--- src/rtl/serial_add_defs.vh ---
// Shared FSM state encodings for the bit-serial adder, used by RTL and bench.
`ifndef SERIAL_ADD_DEFS_VH
`define SERIAL_ADD_DEFS_VH

`define SA_ST_IDLE 2'd0
`define SA_ST_RUN  2'd1
`define SA_ST_DONE 2'd2

`endif

--- src/rtl/serial_add_ctrl_pkg.sv ---
// Types shared by the bit-serial adder controller.
package serial_add_ctrl_pkg;
`include "serial_add_defs.vh"

  typedef enum logic [1:0] {
    IDLE = `SA_ST_IDLE,
    RUN  = `SA_ST_RUN,
    DONE = `SA_ST_DONE
  } state_e;

endpackage

--- src/rtl/full_adder.sv ---
// Combinational 1-bit full adder built from two half adders and an OR.
module full_adder (
  input  logic a,
  input  logic b,
  input  logic cin,
  output logic sum,
  output logic carry
);

  logic ab_sum;
  logic ab_carry;
  logic cin_carry;

  half_adder u_ha_ab (
    .a     (a),
    .b     (b),
    .sum   (ab_sum),
    .carry (ab_carry)
  );

  half_adder u_ha_cin (
    .a     (ab_sum),
    .b     (cin),
    .sum   (sum),
    .carry (cin_carry)
  );

  assign carry = ab_carry | cin_carry;

endmodule

--- src/rtl/half_adder.sv ---
// Combinational 1-bit half adder.
module half_adder (
  input  logic a,
  input  logic b,
  output logic sum,
  output logic carry
);

  assign sum   = a ^ b;
  assign carry = a & b;

endmodule

--- src/rtl/serial_add_ctrl.sv ---
// Bit-serial adder: one full-adder cell processes the operands LSB first,
// one bit per clock, under an IDLE/RUN/DONE controller.
module serial_add_ctrl
  import serial_add_ctrl_pkg::*;
#(
  parameter int WIDTH = 8
) (
  input  logic             clk,
  input  logic             rst_n,
  input  logic             start,
  input  logic [WIDTH-1:0] a,
  input  logic [WIDTH-1:0] b,
  output logic             busy,
  output logic             done,
  output logic [WIDTH-1:0] sum,
  output logic             carry_out
);

  localparam int CNT_W = $clog2(WIDTH + 1);
  localparam logic [CNT_W-1:0] CNT_LAST = CNT_W'(WIDTH - 1);

  state_e           state_reg, state_next;
  logic             busy_reg, busy_next;
  logic             done_reg, done_next;
  logic             load, shift;

  logic [WIDTH-1:0] a_sh_reg, b_sh_reg, sum_reg;
  logic             carry_reg;
  logic [CNT_W-1:0] cnt_reg;
  logic             fa_sum, fa_carry;

  full_adder u_fa (
    .a     (a_sh_reg[0]),
    .b     (b_sh_reg[0]),
    .cin   (carry_reg),
    .sum   (fa_sum),
    .carry (fa_carry)
  );

  always_comb begin
    state_next = state_reg;
    load       = 1'b0;
    shift      = 1'b0;
    unique case (state_reg)
      IDLE: begin
        if (start) begin
          load       = 1'b1;
          state_next = RUN;
        end
      end
      RUN: begin
        shift = 1'b1;
        if (cnt_reg == CNT_LAST) state_next = DONE;
      end
      DONE:    state_next = IDLE;
      default: state_next = IDLE;
    endcase
    // Status flags are registered copies of the state being entered.
    busy_next = (state_next == RUN);
    done_next = (state_next == DONE);
  end

  always_ff @(posedge clk or negedge rst_n) begin
    if (!rst_n) begin
      state_reg <= IDLE;
      busy_reg  <= 1'b0;
      done_reg  <= 1'b0;
    end else begin
      state_reg <= state_next;
      busy_reg  <= busy_next;
      done_reg  <= done_next;
    end
  end

  // The sum register is not cleared on load: WIDTH shifts fully replace it.
  always_ff @(posedge clk or negedge rst_n) begin
    if (!rst_n) begin
      a_sh_reg  <= '0;
      b_sh_reg  <= '0;
      sum_reg   <= '0;
      carry_reg <= 1'b0;
      cnt_reg   <= '0;
    end else if (load) begin
      a_sh_reg  <= a;
      b_sh_reg  <= b;
      carry_reg <= 1'b0;
      cnt_reg   <= '0;
    end else if (shift) begin
      sum_reg   <= {fa_sum, sum_reg[WIDTH-1:1]};
      carry_reg <= fa_carry;
      a_sh_reg  <= a_sh_reg >> 1;
      b_sh_reg  <= b_sh_reg >> 1;
      cnt_reg   <= cnt_reg + CNT_W'(1);
    end
  end

  assign busy      = busy_reg;
  assign done      = done_reg;
  assign sum       = sum_reg;
  assign carry_out = carry_reg;

endmodule

--- config.mk ---
export PLATFORM = sky130hd
export DESIGN_NAME = serial_add_ctrl
export DESIGN_NICKNAME = d
export VERILOG_FILES = /design/src/rtl/serial_add_ctrl_pkg.sv /design/src/rtl/full_adder.sv /design/src/rtl/half_adder.sv /design/src/rtl/serial_add_ctrl.sv
export VERILOG_INCLUDE_DIRS = /design/src /design/src/rtl
export SDC_FILE = /design/constraint.sdc
export NUM_CORES = 1
export LEC_CHECK = 0
export CAP_MARGIN = 10
export CORE_MARGIN = 8
export CORE_UTILIZATION = 56
export CTS_BUF_LIST = sky130_fd_sc_hd__clkbuf_4 sky130_fd_sc_hd__clkbuf_8
export DETAILED_ROUTE_END_ITERATION = 8
export PLACE_DENSITY = 0.86
export SYNTH_ARGS = -nofsm -noshare
export SYNTH_HDL_FRONTEND = slang
export SYNTH_SLANG_ARGS = --single-unit
--- constraint.sdc ---
create_clock -name clk -period 2.2 [get_ports clk]
set_input_delay 0.44 -clock clk [delete_from_list [all_inputs] [get_ports clk]]
set_output_delay 0.44 -clock clk [all_outputs]
set_load 0.02 [all_outputs]
-- Word level (Yosys, flattened, before mapping)
Cells that the tools add are included.
- add/sub/neg operators: 1
- multiply operators: 0
- div/mod/pow operators: 0
- magnitude comparators: 0
- eq/ne operators: 4
- shifts and indexed selects: 0
- mux-type cells: 14
- bitwise operators: 6
- reductions and logical operators: 3
- operator list (operator ; count):
    8-bit 2-to-1 mux ; 4
    4-bit 2-to-1 mux ; 2
    1-bit 2-to-1 mux ; 5
    4-bit by 1-bit adder with 4-bit output, second input constant ; 1
    2-bit by 1-bit equality test with 1-bit output, second input constant ; 2
    4-bit by 3-bit equality test with 1-bit output, second input constant ; 1
    2-bit 2-to-1 mux ; 2
    2-bit one-hot mux with 2 select lines ; 1
    1-bit AND ; 2
    2-bit equality test, second input constant ; 1
    2-bit zero test ; 1
    2-bit AND reduction ; 1
    2-bit nonzero test ; 1
    1-bit bitwise XOR ; 2
    1-bit NOT ; 1
    1-bit OR ; 1
- register bits: 33
- bits in latches: 0
- bits in writable memories: 0
- bits in read-only memories: 0
- input port bits: 19
- output and inout port bits: 11
- word-level logic and storage cells: 36
- memories: 0

-- Logic depth before layout (Yosys ltp)
- depth in word-level cells: 5
- mapped depth: 5
- depth with buffers taken out: 4

-- Hierarchy
Synthesis repeated with hierarchy kept, for this count alone.
- cell total of the unflattened synthesis: 125
- area, all modules: 1415.1 um^2
- modules (own cells, without submodules) (module ; times used ; cells each ; area an instance (um^2) ; seq. area each (um^2)):
    serial_add_ctrl ; 1 ; 122 ; 1383.8 ; 825.8
    half_adder ; 2 ; 1 ; 12.5 ; 0.0
    full_adder ; 1 ; 1 ; 6.3 ; 0.0

-- Least setup slack after synthesis
OpenSTA, ideal clock, no wires.
- path type: register -> register
- start: register carry_reg (netlist: carry_out)
- end: register sum_reg[7] (netlist: sum[7])
- library setup time: 126 ps
- arrival time: 1121 ps
- required time: 2074 ps
- slack: 953 ps
- cell stages (with the launch flop): 4
- path buffers: 0
- period minus slack after synthesis: 1247 ps
- cell sequence: dfrtp_1 > inv_1 > fa_1 > o21ai_0
- cells in the longest elaborated chain, start to end: 1
- RTL lines (what ; line ; RTL):
    from (decl) ; serial_add_ctrl.sv:28 ; logic carry_reg;
    from (signal assigned) ; serial_add_ctrl.sv:90 ; carry_reg <= fa_carry;
    1-bit bitwise XOR ; half_adder.sv:9 ; assign sum = a ^ b;
    to (signal assigned) ; serial_add_ctrl.sv:89 ; sum_reg <= {fa_sum, sum_reg[WIDTH-1:1]};
    to (decl) ; serial_add_ctrl.sv:27 ; logic [WIDTH-1:0] a_sh_reg, b_sh_reg, sum_reg;
No other way between the ends.
A chain may end at the register's enable or synchronous reset.

-- Worst setup path in the final report
- start: register sum_reg[7] (netlist: sum[7])
- end: output sum[7]
- RTL lines (what ; line ; RTL):
    to (decl) ; serial_add_ctrl.sv:15 ; output logic [WIDTH-1:0] sum,
No word-level cell between the ends.

==> reports/results.ini <==
[drt]
wl_met3_um=216
dr.max_layer_used=met4
avgViaCountPerCell=5.75
route.detailed.drc=0
wl_met1_um=1310
ant_nets=0
drt-initial-drc-count=77
wl_per_cell_um=15.0
num_vias=1178
postRouteWirelength_um=3070
first_pass_iters=4
wl_met2_um=1460

[sta]
worst_slew_pin_slew_ns=0.702
fin_skew_ns=0.00620
slew_headroom_pct=53.1
max_freq_ghz=0.563
fin_crit_sh_pct=80.7
setup_viol=0
rsz0062_at_grt=false
period_needed_ns=1.78
finalMaxSlewViolations=0
hold_violations=0
fin_tns_setup_ns=0

[setup_path]
worstPathRequired_ns=1.76
crit_start=sum[7]$_DFFE_PN0P_
crit_slowest_cell=clkdlybuf4s50_1
path_delay_family=buffers and inverters
worst-path-buf-inv=1
r2r-start=state_reg[0]$_DFF_PN0_
start_kind=flip-flop
max_stage_delay_ns=0.62
crit_chain=clkdlybuf4s50_1
crit_type=flip-flop to output port
cp_max_fo=3
end_kind=output port
critPathArrivalTime_ns=1.34

[power_and_ir_drop]
power_leakage_nw=0.799
max-vdd-ir-drop_mv=0.938
power_density_mw_per_mm2=1300

[yosys]
ys_seq_area_share_pct=57.9
yosysWarnings=0
mappedNetlistArea_mm2=0.00143
synth-edff-count=0
avgSynthCellArea_um2=10.0
synth_nets=163
synthCells=142
async_flop_share_pct=100
synth_cell_types=27
ys_ff_latch=33
ys.flop_type=dfrtp_1

[cts]
cts.sinks=33
h-tree-depth=2
cts_hold_buf=0
cts_setup_buffers=0
clock_path_buffers=2
root_buffer=clkbuf_4
clk_latency_ns=0.33
cts_tree=done
path_clk_slew_ns=0.09
cts_made_buffers=5
cts-resized-gates=0

[floorplanning]
start_util_pct=58.1
die_w_um=66.4
die_y_um=66.4
io_pins=30
rows=18
dieArea_mm2=0.00441
core_mm2=0.00245

[finish]
fin_cells=205
area_growth_pct=26.3
final_core_util_pct=73.3
drive_above_1_share_pct=8.00
num_antenna_cells=0
layout.nets=196

[global_route]
grt_max_degree=34
gr-total-overflow=0
grt_usage_pct=15.9
grt_pass1_vias=1207
grt_pass1_wl_um=5320
antenna_found_initial=0

[status]
status=finished, final reports clean

[placed_design]
numPortBuffers=29
gp_congestion=0.739
dp_cells=198
hpwl_um=2180

[min_path]
hp-start=b_sh_reg[5]$_DFFE_PN0P_
hp-class=flip-flop to flip-flop

[flow_run]
drv_cap=0

worst paths after layout:
path	slack [ns]	cells after the start	endpoint
setup / recovery	0.42	1	sum[7]
hold / removal	0.49	2	b_sh_reg[5]$_DFFE_PN0P_
setup reg to reg	0.53	3	a_sh_reg[1]$_DFFE_PN0P_
hold reg to reg	0.49	2	b_sh_reg[5]$_DFFE_PN0P_
max in group asynchronous	1.40	2	state_reg[1]$_DFF_PN0_
min in group asynchronous	0.50	2	sum[7]$_DFFE_PN0P_
metrics by stage:
stage	power [mW]	hold slack [ns]	setup slack [ns]	cell area (um2)
floorplan	1.65	0.144	0.953	1430
global placement	1.95	0.461	0.336	1740
detailed placement	2.01	0.477	0.233	1740
CTS	2.36	0.497	0.401	1800
global route	2.54	0.530	0.367	1800
finish	2.34	0.493	0.424	1800
synth_stat cells, types with 2 or more instances:
cell type	instances	share of area [%]
a21oi_1	5	1.8
a22oi_1	14	7.4
and2b_1	2	1.1
buf_2	3	1.1
buf_4	4	2.1
dfrtp_1	33	58
inv_1	4	1.1
nand2_1	37	9.7
nor2_1	2	0.53
nor2b_1	4	1.8
nor3_1	2	0.70
o21ai_0	15	5.3
o21ai_1	2	0.70
o22ai_1	2	0.88
routing by layer:
metal	vias to the layer above	global-route usage, %
met2	53	27.0
met3	9	4.58
met5	-	0
met1	563	17.0
met4	0	9.60
li1	553	-
cells by family after synthesis:
kind of cell	synth area share [%]
AND/OR/NAND/NOR	14.6
AO/OA/AOI/OAI	19.8
flip-flops	57.9
buffers and inverters	4.74
adder cells (fa/ha/maj)	2.28
multiplexers	0.702
final cells by class:
type                    count  area [um2]
flip-flops and latches     33         826
clock buffers               7        58.8
fillers                   185         654
repair buffers             34         328
well taps                  30        37.5
inverters                   5        18.8
multi-input cells          96         532
cells in the final DEF, fill, tap and decap left out:
| cell | instances |
|---|---|
| nand3_1 | 1 |
| a21oi_1 | 5 |
| ha_1 | 1 |
| inv_2 | 1 |
| o22ai_1 | 2 |
| o21bai_2 | 1 |
| clkdlybuf4s50_1 | 29 |
| a41oi_1 | 1 |
| a22oi_1 | 14 |
| clkbuf_4 | 6 |
| mux2i_1 | 1 |
| and2b_1 | 2 |
| fa_1 | 1 |
| buf_4 | 5 |
| nand2_1 | 37 |
| a22o_1 | 1 |
| a31oi_1 | 1 |
| dfrtp_1 | 33 |
| nand2b_1 | 1 |
| o21ai_1 | 2 |
| nor2_1 | 2 |
| clkbuf_8 | 1 |
| nor2b_1 | 4 |
| inv_1 | 4 |
| a32o_1 | 1 |
| a2bb2oi_1 | 1 |
| o21ai_0 | 15 |
| nor3_1 | 2 |
report_power, final:
group / leakage, nW / internal [mW] / switching, mW
registers: 0.426 / 0.846 / 0.214
logic: 0.338 / 0.429 / 0.501
clock network: 0.0348 / 0.163 / 0.189
total: 0.799 / 1.44 / 0.904
Note: power is estimated with default switching activity, not from simulation.
